## src/rtl/aes_key_pkg.sv

```systemverilog
// Shared constants, FSM state encoding and byte-level helpers for the AES-128 key schedule.
// Pure declarations: no latency, no backpressure.
package aes_key_pkg;

  localparam int NR    = 10;
  localparam int RK_W  = 128;
  localparam int IDX_W = 4;

  localparam logic [IDX_W-1:0] LAST_ROUND = IDX_W'(NR);

  typedef enum logic [1:0] {
    ST_IDLE   = 2'd0,
    ST_EXPAND = 2'd1,
    ST_DONE   = 2'd2
  } state_e;

  // Entry 0 sits in the most significant byte, so entry b lives at bit offset 8*(255-b).
  localparam logic [2047:0] SBOX = {
    128'h637c777bf26b6fc53001672bfed7ab76, 128'hca82c97dfa5947f0add4a2af9ca472c0,
    128'hb7fd9326363ff7cc34a5e5f171d83115, 128'h04c723c31896059a071280e2eb27b275,
    128'h09832c1a1b6e5aa0523bd6b329e32f84, 128'h53d100ed20fcb15b6acbbe394a4c58cf,
    128'hd0efaafb434d338545f9027f503c9fa8, 128'h51a3408f929d38f5bcb6da2110fff3d2,
    128'hcd0c13ec5f974417c4a77e3d645d1973, 128'h60814fdc222a908846eeb814de5e0bdb,
    128'he0323a0a4906245cc2d3ac629195e479, 128'he7c8376d8dd54ea96c56f4ea657aae08,
    128'hba78252e1ca6b4c6e8dd741f4bbd8b8a, 128'h703eb5664803f60e613557b986c11d9e,
    128'he1f8981169d98e949b1e87e9ce5528df, 128'h8ca1890dbfe6426841992d0fb054bb16
  };

  function automatic logic [7:0] sbox(input logic [7:0] b);
    return SBOX[{~b, 3'b000} +: 8];
  endfunction

  function automatic logic [31:0] sub_word(input logic [31:0] w);
    return {sbox(w[31:24]), sbox(w[23:16]), sbox(w[15:8]), sbox(w[7:0])};
  endfunction

  function automatic logic [7:0] xtime(input logic [7:0] b);
    return {b[6:0], 1'b0} ^ (b[7] ? 8'h1b : 8'h00);
  endfunction

endpackage

```

## src/rtl/aes_key_round_step.sv

```systemverilog
// One AES-128 key-expansion round: next round key from the current key and rcon.
// Purely combinational; no latency, no backpressure.
module aes_key_round_step
  import aes_key_pkg::*;
(
  input  logic [RK_W-1:0] key_in,
  input  logic [7:0]      rcon,
  output logic [RK_W-1:0] key_out
);

  logic [31:0] w0, w1, w2, w3;
  logic [31:0] t, n0, n1, n2, n3;

  assign w0 = key_in[31:0];
  assign w1 = key_in[63:32];
  assign w2 = key_in[95:64];
  assign w3 = key_in[127:96];

  // RotWord brings byte 1 down to byte 0; rcon lands on the new byte 0.
  assign t  = sub_word({w3[7:0], w3[31:8]}) ^ {24'h0, rcon};
  assign n0 = w0 ^ t;
  assign n1 = w1 ^ n0;
  assign n2 = w2 ^ n1;
  assign n3 = w3 ^ n2;

  assign key_out = {n3, n2, n1, n0};

endmodule

```

## src/rtl/aes_key_sched_ctrl.sv

```systemverilog
// Iterative AES-128 key schedule: one round key per clock into an 11-entry bank, done 11 edges after accept.
// start is ignored while busy (not queued); bank read port has one cycle of latency and never stalls.
module aes_key_sched_ctrl
  import aes_key_pkg::*;
(
  input  logic             clk,
  input  logic             rst,
  input  logic             start,
  input  logic [RK_W-1:0]  key_in,
  output logic             busy,
  output logic             done,
  output logic             keys_valid,
  output logic             rk_out_valid,
  output logic [IDX_W-1:0] rk_out_idx,
  output logic [RK_W-1:0]  rk_out,
  input  logic             rd_en,
  input  logic [IDX_W-1:0] rd_idx,
  output logic             rd_valid,
  output logic [RK_W-1:0]  rd_data
);

  state_e           state_q, state_d;
  logic [IDX_W-1:0] round_q, round_d;
  logic [7:0]       rcon_q, rcon_d;
  logic             busy_q, busy_d, done_q, done_d, kv_q, kv_d;
  logic             rk_vld_q, rk_vld_d;
  logic [IDX_W-1:0] rk_idx_q, rk_idx_d;
  logic [RK_W-1:0]  rk_out_q, rk_out_d;
  logic [RK_W-1:0]  bank_q [0:NR];
  logic             wr_en;
  logic [IDX_W-1:0] wr_idx;
  logic [RK_W-1:0]  wr_dat, step_key;
  logic             rd_valid_q;
  logic [RK_W-1:0]  rd_data_q;

  // The streamed key register doubles as the current key fed back into the step.
  aes_key_round_step u_step (
    .key_in  (rk_out_q),
    .rcon    (rcon_q),
    .key_out (step_key)
  );

  always_comb begin
    state_d  = state_q;
    round_d  = round_q;
    rcon_d   = rcon_q;
    busy_d   = busy_q;
    done_d   = 1'b0;
    kv_d     = kv_q;
    rk_vld_d = 1'b0;
    rk_idx_d = rk_idx_q;
    rk_out_d = rk_out_q;
    wr_en    = 1'b0;
    wr_idx   = round_q;
    wr_dat   = step_key;
    case (state_q)
      ST_IDLE: begin
        if (start) begin
          state_d  = ST_EXPAND;
          round_d  = 4'd1;
          rcon_d   = 8'h01;
          busy_d   = 1'b1;
          kv_d     = 1'b0;
          rk_vld_d = 1'b1;
          rk_idx_d = '0;
          rk_out_d = key_in;
          wr_en    = 1'b1;
          wr_idx   = '0;
          wr_dat   = key_in;
        end
      end
      ST_EXPAND: begin
        rk_vld_d = 1'b1;
        rk_idx_d = round_q;
        rk_out_d = step_key;
        wr_en    = 1'b1;
        rcon_d   = xtime(rcon_q);
        round_d  = round_q + 4'd1;
        if (round_q == LAST_ROUND) begin
          state_d = ST_DONE;
          done_d  = 1'b1;
          kv_d    = 1'b1;
        end
      end
      ST_DONE: begin
        state_d = ST_IDLE;
        busy_d  = 1'b0;
      end
      default: state_d = ST_IDLE;
    endcase
  end

  always_ff @(posedge clk or posedge rst) begin
    if (rst) begin
      state_q    <= ST_IDLE;
      round_q    <= '0;
      rcon_q     <= '0;
      busy_q     <= 1'b0;
      done_q     <= 1'b0;
      kv_q       <= 1'b0;
      rk_vld_q   <= 1'b0;
      rk_idx_q   <= '0;
      rk_out_q   <= '0;
      rd_valid_q <= 1'b0;
      rd_data_q  <= '0;
      for (int i = 0; i <= NR; i++) bank_q[i] <= '0;
    end else begin
      state_q    <= state_d;
      round_q    <= round_d;
      rcon_q     <= rcon_d;
      busy_q     <= busy_d;
      done_q     <= done_d;
      kv_q       <= kv_d;
      rk_vld_q   <= rk_vld_d;
      rk_idx_q   <= rk_idx_d;
      rk_out_q   <= rk_out_d;
      rd_valid_q <= rd_en;
      // Read samples the bank before this edge's write lands, so a colliding read sees the old entry.
      if (rd_en) rd_data_q <= (rd_idx <= LAST_ROUND) ? bank_q[rd_idx] : '0;
      if (wr_en) bank_q[wr_idx] <= wr_dat;
    end
  end

  assign busy         = busy_q;
  assign done         = done_q;
  assign keys_valid   = kv_q;
  assign rk_out_valid = rk_vld_q;
  assign rk_out_idx   = rk_idx_q;
  assign rk_out       = rk_out_q;
  assign rd_valid     = rd_valid_q;
  assign rd_data      = rd_data_q;

endmodule
```

## config.mk

```make
export PLATFORM = sky130hd
export DESIGN_NAME = aes_key_sched_ctrl
export DESIGN_NICKNAME = d
export VERILOG_FILES = /design/src/rtl/aes_key_pkg.sv /design/src/rtl/aes_key_round_step.sv /design/src/rtl/aes_key_sched_ctrl.sv
export SDC_FILE = /design/constraint.sdc
export NUM_CORES = 2
export LEC_CHECK = 0
export BUFFER_PORTS_ARGS = -buffer_cell sky130_fd_sc_hd__buf_2
export CAP_MARGIN = 25
export CORE_MARGIN = 10
export CORE_UTILIZATION = 55
export CTS_CLUSTER_SIZE = 14
export DETAILED_ROUTE_END_ITERATION = 10
export PLACE_DENSITY = 0.75
export RECOVER_POWER = 100
export SLEW_MARGIN = 0
export SYNTH_ARGS = -nofsm -noshare
export SYNTH_HDL_FRONTEND = slang
export SYNTH_SLANG_ARGS = --single-unit
```

## constraint.sdc

```tcl
create_clock -name clk -period 48.1 [get_ports clk]
set_input_delay 4.81 -clock clk [delete_from_list [all_inputs] [get_ports clk]]
set_output_delay 4.81 -clock clk [all_outputs]
set_load 0.05 [all_outputs]
```

; ---- Word level (Yosys, flattened, before mapping)
; Index checks and enable logic that the tools add are counted.
[classes]
add_sub_neg = 1
magnitude_cmp = 4
n_eq_ne = 5
shifts = 4
n_mux = 32
n_bitwise = 12
n_reduce_logical = 8
[op_table]
columns = cell, count
row1 = "2048-bit by 12-bit indexed part select with 8-bit output, first input constant", 4
row2 = 1408-bit bitwise mux, 1
row3 = 128-bit 2-to-1 mux, 7
row4 = 128-bit binary-select mux with 4-bit select, 1
row5 = 128-bit demux with 4-bit select, 1
row6 = 128-bit one-hot mux with 2 select lines, 1
row7 = 32-bit bitwise XOR, 4
row8 = 8-bit NOT, 4
row9 = 32-bit by 8-bit bitwise XOR with 32-bit output, 1
row10 = 4-bit 2-to-1 mux, 4
row11 = 4-bit one-hot mux with 2 select lines, 2
row12 = 8-bit one-hot mux with 2 select lines, 1
row13 = "5-bit greater-or-equal comparator, second input constant", 2
row14 = 4-bit NOT with 5-bit output, 2
row15 = 8-bit 2-to-1 mux, 1
row16 = 8-bit by 5-bit bitwise XOR with 8-bit output, 1
row17 = 1-bit 2-to-1 mux, 6
row18 = 1-bit one-hot mux with 2 select lines, 3
row19 = 2-bit AND reduction, 3
row20 = "5-bit by 1-bit less-than comparator with 1-bit output, second input constant", 1
row21 = 5-bit 2-to-1 mux, 1
row22 = "4-bit by 1-bit adder with 4-bit output, second input constant", 1
row23 = "4-bit equality test, second input constant", 1
row24 = "4-bit less-or-equal comparator, second input constant", 1
row25 = other kinds (9), 12
[word_totals]
register_bits = 1687
inputBits = 136
output_inout_bits = 265
elab_cells = 88

; ---- Longest topological paths before layout
[depth]
word_depth = 10
depth_mapped = 19

; ---- Hierarchy
; From an unflattened synthesis, not the netlist that was laid out.
[hier_totals]
hier_cells = 9670
area_unflattened_um2 = 89423.3
[by_module_without_submodules]
columns = mod, n_inst, cells_per_inst, area_per_inst_um2
row1 = aes_key_sched_ctrl, 1, 7340, 73401.6
row2 = aes_key_round_step, 1, 2330, 16021.6

; ---- Worst setup path after synthesis
; OpenSTA, ideal clock, no wires.
[synth_path]
path_type = input to register
start = in rd_idx[0]
end = reg rd_data_q[108] (netlist: rd_data[108])
arrival_time_ns = 7.120
t_required_ns = 47.959
setup_slack_ns = 40.839
stages = 7
path_buffers = 4
cell_sequence = clkbuf_1 -> clkbuf_1 -> buf_1 -> buf_1 -> mux4_2 -> a21oi_1 -> o22ai_1
[synth_between]
elab_chain_cells = 5
elab_cells_between_ends = 6
cone_classes = order compare: 1 / mux: 4 / bitwise: 1
[synth_lines]
columns = element, line_no
row1 = start: declaration, aes_key_sched_ctrl.sv:17  ; input logic [IDX_W-1:0] rd_idx,
row2 = 4-bit NOT with 5-bit output (implied by the code), aes_key_sched_ctrl.sv:119  ; if (rd_en) rd_data_q <= (rd_idx <= LAST_ROUND) ? bank_q[rd_idx] : '0;
row3 = 128-bit binary-select mux with 4-bit select, aes_key_sched_ctrl.sv:119
row4 = 128-bit 2-to-1 mux (implied by the code) (2 in a row), aes_key_sched_ctrl.sv:119
row5 = 128-bit 2-to-1 mux *, aes_key_sched_ctrl.sv:119
row6 = end signal: assignment, aes_key_sched_ctrl.sv:119
row7 = end: declaration, aes_key_sched_ctrl.sv:34  ; logic [RK_W-1:0] rd_data_q;
; Every way passes the cells marked *; elsewhere a longest branch is shown, timed or not. The select of a mux whose other input is x is not followed.
; A chain may end at the register's enable or synchronous reset.

==> results_dict.tcl <==
set metrics [dict create \
    rsz0062_at_grt "false" \
    die_x_um 427 \
    async_flop_share_pct 100 \
    dp_hpwl_um 233000 \
    holdBufCountCts 0 \
    crit_fanout 164 \
    synth_fp_nets 10100 \
    initial_utilization_pct 55.3 \
    placed_area_um2 93400 \
    drive_above_1_share_pct 9.87 \
    final_common_cell "dfrtp_1" \
    grt_max_degree 214 \
    layout_common_cells "dfrtp_1 (1677), nand2_1 (1668), o21ai_0 (1494)" \
    coreArea_um2 165000 \
    post_drt_wl_per_cell_um 29.9 \
    ys_types 114 \
    pin_count 401 \
    hold_end "bank_q[708]" \
    die_y_um 427 \
    hold_viol_final 0 \
    ys_seq_area_share_pct 46.3 \
    worstRegToRegCells 8 \
    min_path_type "reg2reg" \
    synth_cells 9888 \
    crit_path_top_delay_cell "clkbuf_1" \
    netlist_area_um2 91300 \
    final_antenna_net_count 0 \
    period_minus_slack_ps 24940 \
    ctsResizeCount 0 \
    final_area_um2 98300 \
    critPathRequiredTime_ps 46980 \
    yosys_warnings 0 \
    clock_skew_ps 39.7 \
    cts_buffer_depth 3 \
    numCtsBuffers 173 \
    synth_edf_count 0 \
    fill_cells 14000 \
    drt-total-wl_um 358000 \
    clock.fmax_mhz 40.1 \
    worstHoldStart "bank_q[708]" \
    drtIter0Drc 11200 \
    synth_area_per_cell_um2 9.23 \
    rr_startpoint "state_q[1]" \
    tightest_slew_ps 10600 \
    grt-ovfl-total 0 \
    rrSetupSlack_ps 29730 \
    antenna_found_initial 25 \
    status "complete, but fails checks" \
    setup_viol 0 \
    htree_levels 4 \
    violations "capacitance limit, slew limit" \
    viasPerCell 6.74 \
    numPortBuffers 400 \
    drc 0 \
    critPathCaptureType "asynchronous set/reset pin" \
    cp_common_cell "clkbuf_1" \
    fin_util_pct 59.6 \
    grt_pass1_vias 77100 \
    grt_first_pass_wirelength_um 525000 \
    start_kind "primary input" \
    critPathMaxStageDelay_ps 5900 \
    path_class "in2async" \
    insertion_delay_ps 850 \
    slew_headroom_pct -607 \
    fin_crit_sh_pct 51.9 \
    synth_seq_cells 1687 \
    regArea_um2 42200 \
    busiest_layer "met2" \
    met2_usage_pct 54.4 \
    whs_path_depth 2 \
    worstPathCellList "buf_2 > clkinvlp_2 > clkbuf_1 > clkbuf_1 > clkbuf_1 > clkbuf_1 > clkbuf_1" \
    rows 149 \
    first_pass_iters 7 \
    worstReg2RegEnd "bank_q[836]" \
    fp.dieArea_um2 183000 \
    grtUsageMet1_pct 50.8 \
    clkSlewWorstSetupHoldPaths_ps 60 \
    cap_violations 86 \
    multi_input_area_um2 43700 \
    synthFlopType "dfrtp_1" \
    report.final.slew_viol_count 5253 \
    vias 80800 \
    place_congestion 1.00 \
    worstPathArrival_ps 23830 \
    cts_root_buffer "clkbuf_16" \
    grt_use_total_pct 38.4 \
    areaGrowthSynthToFinish_pct 7.69 \
    nets 9847 \
    cts_tree "built" \
    cts.sinks 1687 \
    post-cts-setup-buffers 0 \
    tns_ps 0 \
    gr-usage-met3_pct 12.8 \
]
==> layout make-up <==
cell class | count | area share, %
sequential | 1687 | 43.0
inverter | 191 | 0.732
tap | 2189 | 2.79
timing repair buffer | 634 | 3.12
multi-input combinational | 6966 | 44.4
antenna | 6 | 0.0153
clock buffer | 262 | 5.28
clock inverter | 55 | 0.681
==> cells by family (layout without fill, tap and decap cells) <==
kind of cell | after synthesis | after routing | synth area share (%)
compound gates | 3184 | 3184 | 20.7
xor+xnor | 182 | 182 | 2.24
fa+ha+maj | 58 | 58 | 0.795
buf+inv | 1235 | 1142 | 5.88
flops | 1687 | 1687 | 46.3
mux | 547 | 547 | 10.0
other cells | 0 | 6 | 0
simple gates | 2995 | 2995 | 14.1
==> worst max-delay path by stage <==
stage | from | to | slack (ps) | cells after the start
after global placement | rst | rk_out[123] | 37470 | 8
after floorplan | rst | bank_q[0] | 19900 | 1
after CTS | rst | rk_out[123] | 38180 | 8
after detailed placement | rst | rk_out[123] | 37280 | 8
after global routing | rst | bank_q[523] | 19330 | 7
final | rst | bank_q[313] | 23160 | 7
==> worst max-delay path: cells and delay by family <==
kind                   cells  cell delay [ps]
buffers and inverters      7            18470
==> per-stage QoR <==
stage | setup slack, ps | hold slack [ps] | instances
final | 23160 | 470 | 12000
after global routing | 19330 | 493 | 12000
after CTS | 38180 | 473 | 12000
after detailed placement | 37280 | 458 | 11600
after global placement | 37470 | 453 | 11600
after floorplan | 19900 | 434 | 9888
==> routing by layer <==
metal	wire length, um	vias to the layer above
met1	133000	40000
met4	28100	20
met5	123	-
li1	-	34500
met3	46500	1135
met2	150000	5155
==> cell usage after synthesis, drive strengths merged (27+ instances only) <==
cell | number | area share [%]
a21oi | 667 | 3.7
a211oi | 180 | 1.5
and2 | 42 | 0.29
a31oi | 63 | 0.44
or3 | 27 | 0.19
nand2b | 118 | 0.81
nor3 | 121 | 0.66
clkbuf | 747 | 3.1
a2111oi | 28 | 0.27
a22oi | 46 | 0.38
and3 | 31 | 0.21
xnor2 | 108 | 1.2
o311ai | 55 | 0.54
dfrtp | 1687 | 46
ha | 58 | 0.80
nor2 | 634 | 2.6
nor2b | 84 | 0.58
o31ai | 48 | 0.40
mux4 | 291 | 7.2
inv | 181 | 0.74
buf | 297 | 2.0
nand3 | 122 | 0.67
nand2 | 1672 | 6.9
o22a | 36 | 0.35
a221oi | 28 | 0.28
o22ai | 196 | 1.3
or2 | 34 | 0.23
a311oi | 39 | 0.37
o21ai | 1504 | 8.3
mux2i | 241 | 2.7
o211ai | 64 | 0.53
xor2 | 56 | 0.62
==> flip-flops by register name, summed over array words and instances, names as in the netlist <==
register,cells
rk_out_idx,4
rd_valid,1
keys_valid,1
rcon_q,8
busy,1
done,1
rk_out,128
round_q,4
rk_out_valid,1
state_q,2
bank_q,1408
rd_data,128
Power is left out: the tool's default activity adds up to more than one toggle a clock period on the data nets, which glitch-free logic cannot reach.
